===== config.mk =====
export PLATFORM = sky130hd
export DESIGN_NAME = call_stack
export DESIGN_NICKNAME = d
export VERILOG_FILES = /design/src/rtl/call_stack.sv
export SDC_FILE = /design/constraint.sdc
export NUM_CORES = 1
export LEC_CHECK = 0
export ABC_CLOCK_PERIOD_IN_PS = 2700
export CAP_MARGIN = 20
export CORE_ASPECT_RATIO = 1.25
export CORE_MARGIN = 2
export CORE_UTILIZATION = 30
export CTS_CLUSTER_DIAMETER = 80
export DETAILED_ROUTE_END_ITERATION = 8
export SETUP_SLACK_MARGIN = 0.2
export SYNTH_ARGS = -nofsm -noshare
export SYNTH_HDL_FRONTEND = slang
export SYNTH_SLANG_ARGS = --single-unit
export TNS_END_PERCENT = 30

===== constraint.sdc =====
create_clock -name clk -period 2.7 [get_ports clk]
set_input_delay 0.675 -clock clk [delete_from_list [all_inputs] [get_ports clk]]
set_output_delay 0.675 -clock clk [all_outputs]
set_load 0.005 [all_outputs]

===== src/rtl/call_stack.sv =====
// call_stack
//   Return-address stack beside the program counter. A call saves pc+1 and
//   presents the jump target. A return pops the saved address and presents
//   it. loadAddr/nLoad are registered and drive the counter's parallel load.
//
// Ports
//   clk        rising-edge clock shared with the program counter
//   nReset     asynchronous active-low reset
//   pc         current program-counter value (address of the call)
//   target     call destination address
//   push, pop  request decode {push,pop}: 10 call, 01 return, 11 tail-call
//   clearErr   synchronous clear of the sticky error flags
//   loadAddr   address to load into the counter (registered)
//   nLoad      active-low load strobe, low one cycle per accepted request
//   count      number of valid entries (saturates at DEPTH)
//   empty/full combinational decodes of count
//   overflow   sticky, push while full
//   underflow  sticky, pop while empty

module call_stack #(
  parameter int WIDTH = 12,
  parameter int DEPTH = 4
) (
  input  logic                       clk,
  input  logic                       nReset,
  input  logic [WIDTH-1:0]           pc,
  input  logic [WIDTH-1:0]           target,
  input  logic                       push,
  input  logic                       pop,
  input  logic                       clearErr,
  output logic [WIDTH-1:0]           loadAddr,
  output logic                       nLoad,
  output logic [$clog2(DEPTH+1)-1:0] count,
  output logic                       empty,
  output logic                       full,
  output logic                       overflow,
  output logic                       underflow
);

  localparam int PW = $clog2(DEPTH);
  localparam int CW = $clog2(DEPTH+1);
  localparam logic [CW-1:0] COUNT_MAX = CW'(DEPTH);

  logic [WIDTH-1:0] stack_mem [DEPTH];
  logic [PW-1:0]    top;

  logic [WIDTH-1:0] ret_addr;
  logic [PW-1:0]    top_nxt;
  logic [CW-1:0]    count_nxt;
  logic [WIDTH-1:0] load_addr_nxt;
  logic             n_load_nxt;
  logic             wr_en;
  logic [PW-1:0]    wr_idx;
  logic             ovf_set;
  logic             unf_set;
  logic             do_call;

  assign ret_addr = pc + WIDTH'(1);
  assign empty    = (count == '0);
  assign full     = (count == COUNT_MAX);

  always_comb begin
    top_nxt       = top;
    count_nxt     = count;
    load_addr_nxt = loadAddr;
    n_load_nxt    = 1'b1;
    wr_en         = 1'b0;
    wr_idx        = top;
    ovf_set       = 1'b0;
    unf_set       = 1'b0;
    do_call       = 1'b0;

    case ({push, pop})
      2'b10: do_call = 1'b1;
      2'b01: begin
        if (!empty) begin
          load_addr_nxt = stack_mem[top];
          n_load_nxt    = 1'b0;
          top_nxt       = top - PW'(1);
          count_nxt     = count - CW'(1);
        end else begin
          unf_set = 1'b1;
        end
      end
      2'b11: begin
        // A tail-call on an empty stack has no frame to replace, so it
        // degenerates to a plain call.
        if (!empty) begin
          wr_en         = 1'b1;
          wr_idx        = top;
          load_addr_nxt = target;
          n_load_nxt    = 1'b0;
        end else begin
          do_call = 1'b1;
        end
      end
      default: ;
    endcase

    if (do_call) begin
      // When full, the pointer wrap lands on the oldest entry and drops it.
      wr_en         = 1'b1;
      wr_idx        = top + PW'(1);
      top_nxt       = top + PW'(1);
      load_addr_nxt = target;
      n_load_nxt    = 1'b0;
      if (full) ovf_set = 1'b1;
      else      count_nxt = count + CW'(1);
    end
  end

  always_ff @(posedge clk or negedge nReset) begin
    if (!nReset) begin
      for (int i = 0; i < DEPTH; i++) stack_mem[i] <= '0;
      top       <= '0;
      count     <= '0;
      loadAddr  <= '0;
      nLoad     <= 1'b1;
      overflow  <= 1'b0;
      underflow <= 1'b0;
    end else begin
      if (wr_en) stack_mem[wr_idx] <= ret_addr;
      top       <= top_nxt;
      count     <= count_nxt;
      loadAddr  <= load_addr_nxt;
      nLoad     <= n_load_nxt;
      // A new error in the same cycle as clearErr leaves the flag set.
      overflow  <= (overflow  & ~clearErr) | ovf_set;
      underflow <= (underflow & ~clearErr) | unf_set;
    end
  end

endmodule


==> out/summary.txt, run 1 <==
Max FO, Critical Path: 6
H-tree depth: 3
top cell type by total area after synthesis: dfrtp_1
most instantiated library cell after synthesis: dfrtp_1
TritonCTS buffer count: 9
slew margin rel.: 64.49%
fin worst setup slack: 0.2818 ns
critical path startpoint: count[1]$_DFF_PN0_
first-pass GRT wire length: 12.30 mm
Logic pwr share: 38.8%
worst slack at placement: 0.2210 ns
clk buf depth: 2
Critical Path RT: 2.03 ns
Synth Area per Inst: 12.99 µm²
final hold violation count: 0
Die Ht: 124.6 µm
Worst R2R Start: count[1]$_DFF_PN0_
Syn Nets: 302
IO Count: 49
Critical-path top delay cell: clkdlybuf4s50_1
internal power component: 3502 µW
CTS tree: done
IO buf count: 48
vias in the first global route: 2294
fmax: 413.5 MHz
Routed WL: 7.195 mm
Seq pwr share: 35.6%
final core utilization: 38.78%
Primary FF master, synth: dfrtp_1
Critical Path Source Type: flop
diodes inserted: 0
# setup viols final: 0
Worst Path Arrival: 1.74 ns
Fin Setup TNS: 0 ns
wire per inst: 15.37 µm
Inst Count DP: 452
Placed Area: 0.004125 mm²
Yosys Warn Count: 0
P_sw: 1493 µW
Layout Skew: 0.01217 ns
top cells by area, synth: dfrtp_1 (48%), mux2_2 (8.4%), mux2_4 (7.7%), mux4_2 (7.7%), a21oi_1 (4.0%)
initial antenna violation count: 0
core area: 0.01151 mm²
via/cell ratio: 4.814
switch share: 29.89%
Distinct cells, synth: 43
CTS clk-pin slew, worst paths: 0.06 ns
setup repair after global routing missed its margin: no
Netlist Area Pre-Place: 0.003493 mm²
Final Max Slew Viols: 0
GPL Wtd Cong: 0.7102
Final Cycle Share: 89.56%
EDFF count, synth: 0
Max rail drop VDD: 0.0004350 V
TritonCTS Sinks: 68
Clock Latency Late Sink: 0.34 ns
largest net degree at the start of global routing: 69
Seq/Total Area, Yosys: 48.75%
via count: 2253
post-DP HPWL: 5.010 mm
Worst-Margin Slew: 0.5314 ns
fraction of registers with async set/reset: 100.0%
Root Buffer: clkbuf_16
Post-synth top cells: dfrtp_1 (67), a21oi_1 (28), mux2_2 (26), mux2_4 (18), nand2_1 (17)
DIE WIDTH: 100.5 µm
post-CTS setup buffers: 0
grt total ovfl: 0
Remaining DRCs: 0
#FFs+latches synth: 68
crit-path max cell delay: 0.51 ns
status: complete, no violations
Crit Path Category: flop to primary output
crit-path cells: inv_2 -> ha_4 -> nand2b_4 -> inv_4 -> clkdlybuf4s50_1
Net count, final: 358
1st-iter DRT viols: 107
Yosys top cell area share: 47.99%
final std cells w/o fill: 468
Hold Crit Class: input port to async pin
Filler Cells Inserted: 1092
Final ANT Viol Nets: 0
DIE AREA: 0.01253 mm²
final std cell area, no fill: 0.004462 mm²
P&R area growth vs syn: 27.72%
Cells after Synth: 269
total track usage: 12.76%
crit path time final: 2.418 ns
Site Rows: 44
TritonRoute pass-1 iters: 4
Clock power frac: 25.6%
power per cell area: 1119 mW/mm²
Starting Density: 30.36%
layout cells sized above 1: 30.00%
leak pwr: 0.001921 µW
MaxCap Viol Count: 0
Crit. End Element: primary output
power groups by stage:
stage	Clock (µW)	Combinational, µW	Sequential (µW)
after global placement	0	1890	1770
after global routing	1350	2110	1850
after CTS	1300	1960	1780
final	1280	1940	1780
after detailed placement	0	1930	1790
after floorplan	0	1490	1680
state kept, by name, indices dropped and copies added, names as in the netlist:
signal and cells:
stack_mem 48, loadAddr 12, count 3, top 2, nLoad 1, overflow 1
underflow 1
cell type report:
cell class / instances / area, µm² / area share, %
multi-input cells: 174 / 1640 / 36.76
clock inverters: 7 / 98.84 / 2.215
repair buffers: 59 / 570.5 / 12.79
inverters: 13 / 51.30 / 1.150
clock buffers: 9 / 225.2 / 5.048
flip-flops and latches: 68 / 1703 / 38.17
well taps: 138 / 172.7 / 3.870
cell families (layout without fill, tap and decap cells):
logic type      Yosys count  in the layout  share of synthesized area (%)
mux                      63             63                          25.86
fa+ha+maj                 4              4                          1.433
compound gates           37             37                          6.125
xor+xnor                 13             13                          3.259
buf+inv                  27             88                          4.656
simple gates             57             57                          9.921
flops                    68             68                          48.75
repair_timing:
item	4_1_cts	5_1_grt
endpoints found under the hold margin	0	0
pin swaps	0	0
resized for setup	2	2
hold buffers	0	0
setup endpoints to repair	2	2
critical path: cells and delay by family, from the launching register on:
| family | cells | cell delay [ns] |
|---|---|---|
| buf+inv | 3 | 0.72 |
| fa+ha+maj | 1 | 0.17 |
| simple gates | 1 | 0.08 |
| flops | 1 | 0.44 |
placed cells by master (no fill, tap or decap), drive strengths merged, types with 2 or more instances in the layout:
master / Yosys / layout
mux2: 44 / 44
clkbuf: 6 / 9
nor2b: 13 / 13
xor2: 7 / 7
xnor2: 6 / 6
a21oi: 28 / 28
nor2: 6 / 6
clkdlybuf4s50: 0 / 47
inv: 13 / 14
dfrtp: 67 / 67
nor3: 4 / 4
nand2: 17 / 17
mux2i: 7 / 7
nand4: 2 / 2
and2: 2 / 2
o21ai: 4 / 4
ha: 4 / 4
bufinv: 0 / 2
mux4: 12 / 12
nand3: 6 / 6
clkinv: 0 / 3
buf: 8 / 12
per-layer routing:
layer	routed length [µm]	vias to the layer above	GRT usage, %
met1	3460	1127	17.69
met5	0	-	0
met4	140	0	5.802
met2	3278	50	18.52
met3	316	8	3.423
li1	-	1068	-
stage by stage:
| stage | power (µW) | hold WS [ns] |
|---|---|---|
| 2_1_floorplan | 3171 | 0.3794 |
| 3_3_place_gp | 3666 | 0.4830 |
| 3_5_place_dp | 3725 | 0.4917 |
| 4_1_cts | 5041 | 0.3580 |
| 5_1_grt | 5315 | 0.3811 |
| 6_report | 4994 | 0.3313 |
path summary, 6_finish.rpt:
kind                                              to  slack, ns  cells past startpoint
setup / recovery                               empty       0.28                      5
hold / removal                    count[0]$_DFF_PN0_       0.33                      2
setup reg to reg           stack_mem[25]$_DFFE_PN0P_       0.69                      7
hold reg to reg            stack_mem[17]$_DFFE_PN0P_       0.50                      1
max in group asynchronous            nLoad$_DFF_PN1_       2.02                      2
min in group clk           stack_mem[17]$_DFFE_PN0P_       0.50                      1
Power figures use the tool's default switching activity.
==> run 2: changes to the inputs <==
==> constraint.sdc (replaced) <==
create_clock -name clk -period 2.7 [get_ports clk]
set_input_delay 0.675 -clock clk [delete_from_list [all_inputs] [get_ports clk]]
set_output_delay 0.675 -clock clk [all_outputs]
set_load 0.1 [all_outputs]
==> run 2 against run 1 <==
Critical path depth stayed put; highest routed layer unchanged; utilization is 0.26 points lower; wire length is 0.43% lower; first-iteration DRC count is 18% lower; cell area is 0.67% lower; die area stayed put; combinational power is 31% higher; sequential power hardly changed; largest cell class unchanged; total power is 13% higher.
==> out/summary.txt, run 2 (synthesis results as in run 1) <==
met2 usage: 18.91% (was 18.52%)
TritonCTS buffer count: 9 (unchanged)
setup repair after global routing missed its margin: no (unchanged)
first-pass GRT wire length: 12.01 mm (was 12.30 mm)
GPL Wtd Cong: 0.7044 (was 0.7102)
Max rail drop VDD: 0.0004586 V (was 0.0004350 V)
post-CTS setup buffers: 0 (unchanged)
Critical Path Source Type: flop (unchanged)
Worst-Margin Slew: 0.5428 ns (was 0.5314 ns)
P&R area growth vs syn: 26.86% (was 27.72%)
biggest regs: stack_mem: 48 flops, loadAddr: 12 flops, count: 3 flops (unchanged)
met1 GRT Util: 16.61% (was 17.69%)
max reg flops: 48 (unchanged)
worst slack at placement: 0.2187 ns (was 0.2210 ns)
DIE WIDTH: 100.5 µm (unchanged)
Fin Setup TNS: 0 ns (unchanged)
wire per inst: 15.34 µm (was 15.37 µm)
# setup viols final: 0 (unchanged)
Clock Latency Late Sink: 0.33 ns (was 0.34 ns)
Hold Crit Class: input port to async pin (unchanged)
Worst R2R Start: count[0]$_DFF_PN0_ (was count[1]$_DFF_PN0_)
worst reg2reg endpoint: stack_mem[25]$_DFFE_PN0P_ (unchanged)
H-tree depth: 3 (unchanged)
1st-iter DRT viols: 88 (was 107)
fmax: 443.5 MHz (was 413.5 MHz)
Critical-path top delay cell: dfrtp_2 (was clkdlybuf4s50_1)
crit-path max cell delay: 0.41 ns (was 0.51 ns)
Hold Worst Slack: 0.3431 ns (was 0.3313 ns)
DIE AREA: 0.01253 mm² (unchanged)
TritonCTS Sinks: 68 (unchanged)
Site Rows: 44 (unchanged)
largest net degree at the start of global routing: 69 (unchanged)
Filler Cells Inserted: 1091 (was 1092)
layout cells sized above 1: 35.56% (was 30.00%)
crit path time final: 2.255 ns (was 2.418 ns)
met3 GRT Util: 2.694% (was 3.423%)
R2R depth: 7 (unchanged)
Logic pwr share: 45.1% (was 38.8%)
Net count, final: 357 (was 358)
power per cell area: 1276 mW/mm² (was 1119 mW/mm²)
Final Cycle Share: 83.50% (was 89.56%)
flop2flop setup slack: 0.61 ns (was 0.69 ns)
core area: 0.01151 mm² (unchanged)
cts hold-fix bufs: 0 (unchanged)
Final Max Slew Viols: 0 (unchanged)
switch share: 37.80% (was 29.89%)
final std cells w/o fill: 467 (was 468)
crit-path cells: inv_1 -> ha_1 -> nand2b_4 -> inv_4 -> buf_12 (was inv_2 -> ha_4 -> nand2b_4 -> inv_4 -> clkdlybuf4s50_1)
most frequent cells in the layout: dfrtp_1 (65), a21oi_1 (28), clkdlybuf4s50_1 (27), buf_4 (27), mux2_2 (26) (was dfrtp_1 (67), clkdlybuf4s50_1 (47), a21oi_1 (28))
Inst Count DP: 451 (was 452)
IO buf count: 48 (unchanged)
Seq pwr share: 32.0% (was 35.6%)
Max FO, Critical Path: 6 (unchanged)
CP delay by family, top: buffers and inverters (unchanged)
diodes inserted: 0 (unchanged)
Clock power frac: 22.9% (was 25.6%)
Root Buffer: clkbuf_16 (unchanged)
CTS tree: done (unchanged)
final hold violation count: 0 (unchanged)
internal power component: 3518 µW (was 3502 µW)
fin worst setup slack: 0.4454 ns (was 0.2818 ns)
TritonRoute pass-1 iters: 4 (unchanged)
status: complete, no violations (unchanged)
Worst Path Arrival: 1.58 ns (was 1.74 ns)
Remaining DRCs: 0 (unchanged)
critical path buffer and inverter count: 3 (unchanged)
grt total ovfl: 0 (unchanged)
via count: 2258 (was 2253)
IO Count: 49 (unchanged)
Crit Path Category: flop to primary output (unchanged)
Die Ht: 124.6 µm (unchanged)
Starting Density: 30.36% (unchanged)
P_sw: 2138 µW (was 1493 µW)
Layout Skew: 0.006857 ns (was 0.01217 ns)
Critical Path RT: 2.03 ns (about the same)
Final ANT Viol Nets: 0 (unchanged)
initial antenna violation count: 0 (unchanged)
most flop-heavy register: stack_mem (unchanged)
# resized after CTS: 0 (was 2)
leak pwr: 0.001946 µW (was 0.001921 µW)
clk buf depth: 2 (unchanged)
post-DP HPWL: 5.104 mm (was 5.010 mm)
slew margin rel.: 63.81% (was 64.49%)
total track usage: 12.65% (was 12.76%)
MaxCap Viol Count: 0 (unchanged)
grt peak-use layer: met2 (unchanged)
Crit. End Element: primary output (unchanged)
via/cell ratio: 4.835 (was 4.814)
multi-input gate area in the final layout: 0.001628 mm² (was 0.001640 mm²)
CTS clk-pin slew, worst paths: 0.06 ns (about the same)
register cell area after layout: 0.001705 mm² (was 0.001703 mm²)
vias in the first global route: 2312 (was 2294)
Routed WL: 7.164 mm (was 7.195 mm)
most common cell after layout, fill and taps aside: dfrtp_1 (unchanged)
==> run 2: worst max-delay path by stage <==
stage / slack, ns / startpoint / to / depth (start not counted)
final: 0.45 / count[0]$_DFF_PN0_ / empty / 5
after global routing: 0.35 / count[0]$_DFF_PN0_ / empty / 5
after CTS: 0.42 / count[0]$_DFF_PN0_ / empty / 5
after detailed placement: 0.22 / pop / stack_mem[2]$_DFFE_PN0P_ / 5
after global placement: 0.23 / pop / stack_mem[2]$_DFFE_PN0P_ / 5
after floorplan: 0.20 / count[2]$_DFF_PN0_ / stack_mem[26]$_DFFE_PN0P_ / 6
==> run 2: layout make-up <==
type,count,area share [%]
sequential,68,38.48
multi-input combinational,174,36.73
timing repair buffer,58,12.14
clock buffer,11,5.703
tap,138,3.896
clock inverter,5,1.892
inverter,13,1.158
==> run 2: per-layer routing <==
metal  share of wire, %  wire length (µm)
met1                 46              3269
met3                4.4               312
met4                2.7               190
met5                  0                 0
met2                 47              3392
==> run 2: per-stage QoR <==
step | area, µm² | total power (µW) | utilization [%]
detailed placement | 4095 | 4407 | 35.59
global route | 4432 | 5968 | 38.52
floorplan | 3496 | 3846 | -
global placement | 4095 | 4349 | 35.59
finish | 4432 | 5656 | 38.52
CTS | 4432 | 5730 | 38.52
==> run 2: power groups by stage <==
stage / sequential (µW) / combinational [µW] / clock [µW]
CTS: 1820 / 2580 / 1330
global placement: 1810 / 2540 / 0
detailed placement: 1830 / 2580 / 0
global route: 1880 / 2720 / 1370
floorplan: 2280 / 1570 / 0
finish: 1810 / 2550 / 1290
==> run 3: changes to the inputs <==
Settings changed: ABC_CLOCK_PERIOD_IN_PS 2700 to 2340.
Clock period 2.7 ns to 2.34 ns, I/O delays scaled along.
==> run 3 against run 2 <==
Total power grew 16%; highest routed layer unchanged; sequential power up 15%; die area is the same; largest power group unchanged.
==> out/summary.txt, run 3 (synthesis results as in run 1) <==
max reg flops: 48 (unchanged)
diodes inserted: 0 (unchanged)
layout cells sized above 1: 38.05% (was 35.56%)
final hold violation count: 0 (unchanged)
biggest regs: stack_mem: 48 flops, loadAddr: 12 flops, count: 3 flops (unchanged)
status: complete, no violations (unchanged)
1st-iter DRT viols: 108 (was 88)
CTS tree: done (unchanged)
setup repair after global routing missed its margin: no (unchanged)
grt total ovfl: 0 (unchanged)
Starting Density: 30.36% (unchanged)
Final ANT Viol Nets: 0 (unchanged)
cts hold-fix bufs: 0 (unchanged)
wire per inst: 15.09 µm (was 15.34 µm)
vias in the first global route: 2361 (was 2312)
Worst Path Arrival: 2.26 ns (was 1.58 ns)
Root Buffer: clkbuf_16 (unchanged)
Max rail drop VDD: 0.0005021 V (was 0.0004586 V)
Critical Path Source Type: input port (was flop)
Site Rows: 44 (unchanged)
most flop-heavy register: stack_mem (unchanged)
Net count, final: 367 (was 357)
Crit Path Category: input port to flop (was flop to primary output)
crit path time final: 2.041 ns
# setup viols final: 0 (unchanged)
Critical Path RT: 2.56 ns (was 2.03 ns)
Hold Crit Class: input port to async pin (unchanged)
P&R area growth vs syn: 29.62% (was 26.86%)
via/cell ratio: 4.706 (was 4.835)
Crit. End Element: flop (was primary output)
leak pwr: 0.001991 µW (was 0.001946 µW)
MaxCap Viol Count: 0 (unchanged)
IO Count: 49 (unchanged)
Die Ht: 124.6 µm (unchanged)
Routed WL: 7.196 mm (was 7.164 mm)
TritonRoute pass-1 iters: 4 (unchanged)
most common cell after layout, fill and taps aside: dfrtp_1 (unchanged)
Worst-Margin Slew: 0.5490 ns (was 0.5428 ns)
post-CTS setup buffers: 0 (unchanged)
# resized after CTS: 0 (unchanged)
CTS clk-pin slew, worst paths: 0.06 ns (about the same)
slew margin rel.: 63.40% (was 63.81%)
Clock Latency Late Sink: 0.33 ns (about the same)
Layout Skew: 0.005602 ns (was 0.006857 ns)
TritonCTS buffer count: 9 (unchanged)
TritonCTS Sinks: 68 (unchanged)
IO buf count: 48 (unchanged)
initial antenna violation count: 0 (unchanged)
Max FO, Critical Path: 12 (was 6)
power per cell area: 1452 mW/mm² (was 1276 mW/mm²)
H-tree depth: 3 (unchanged)
GPL Wtd Cong: 0.7161 (was 0.7044)
DIE WIDTH: 100.5 µm (unchanged)
most frequent cells in the layout: dfrtp_1 (64), buf_4 (36), a21oi_1 (28) (was dfrtp_1 (65), a21oi_1 (28), clkdlybuf4s50_1 (27), buf_4 (27), mux2_2 (26))
Final Max Slew Viols: 0 (unchanged)
largest net degree at the start of global routing: 47 (was 69)
via count: 2245 (was 2258)
core area: 0.01151 mm² (unchanged)
Final Cycle Share: 87.23%
fmax: 489.9 MHz
Hold Worst Slack: 0.2377 ns (was 0.3431 ns)
total track usage: 12.36% (was 12.65%)
clk buf depth: 2 (unchanged)
first-pass GRT wire length: 11.97 mm (was 12.01 mm)
DIE AREA: 0.01253 mm² (unchanged)
post-DP HPWL: 5.397 mm (was 5.104 mm)
Fin Setup TNS: 0 ns (unchanged)
Remaining DRCs: 0 (unchanged)
[run 3: changes by cell type in the layout (fill, tap and decap cells not counted), moves of 2 or more]
cell / delta
clkbuf_1: +2
inv_1: -2
dfrtp_4: +2
buf_4: +9
[run 3: final timing paths]
check | from | end | slack (ns) | depth (start not counted)
setup / recovery | pop | stack_mem[9]$_DFFE_PN0P_ | 0.30 | 6
hold / removal | nReset | loadAddr[8]$_DFFE_PN0P_ | 0.24 | 1
setup reg to reg | count[1]$_DFF_PN0_ | stack_mem[25]$_DFFE_PN0P_ | 0.36 | 7
hold reg to reg | stack_mem[17]$_DFFE_PN0P_ | stack_mem[17]$_DFFE_PN0P_ | 0.50 | 1
max in group asynchronous | nReset | stack_mem[39]$_DFFE_PN0P_ | 1.46 | 2
min in group clk | stack_mem[17]$_DFFE_PN0P_ | stack_mem[17]$_DFFE_PN0P_ | 0.50 | 1
[run 3: layer usage]
layer  share of wire [%]  GRT usage [%]
met5                   0              0
met4                 2.4          7.091
met3                 4.1          2.469
met2                  47          19.03
met1                  46          16.03
[run 3: stage by stage]
stage                     std cells  area (µm²)  setup slack [ns]  util [%]  power (µW)
after floorplan                 269        3522            0.1804         -        4491
after global placement          461        4209          -0.03534     36.58        5086
after detailed placement        461        4209          -0.05424     36.58        5173
after CTS                       477        4528            0.2930     39.35        6636
after global routing            477        4528            0.2229     39.35        6920
final                           477        4528            0.2989     39.35        6574
[run 3: cell type report]
cell class | instances | area [µm²]
Timing Repair Buffer | 68 | 625.6
Clock inverter | 4 | 72.57
Fill cell | 1091 | 6978
Sequential cell | 68 | 1712
Clock buffer | 12 | 246.5
Multi-Input combinational cell | 174 | 1640
Tap cell | 138 | 172.7
Inverter | 13 | 58.81
[run 3: worst max-delay path, stage by stage]
cell and delay [ns]:
clkdlybuf4s50_1 0.49, inv_2 0.04, buf_4 0.15, o21ai_4 0.23
nand4_4 0.34, mux2_4 0.41
[run 3: power breakdown]
group	internal, µW	total [µW]	switching (µW)	leakage (µW)
Sequential	1740	2090	354	0.000797
Combinational	1400	3040	1640	0.00104
Clock	960	1440	483	0.000153
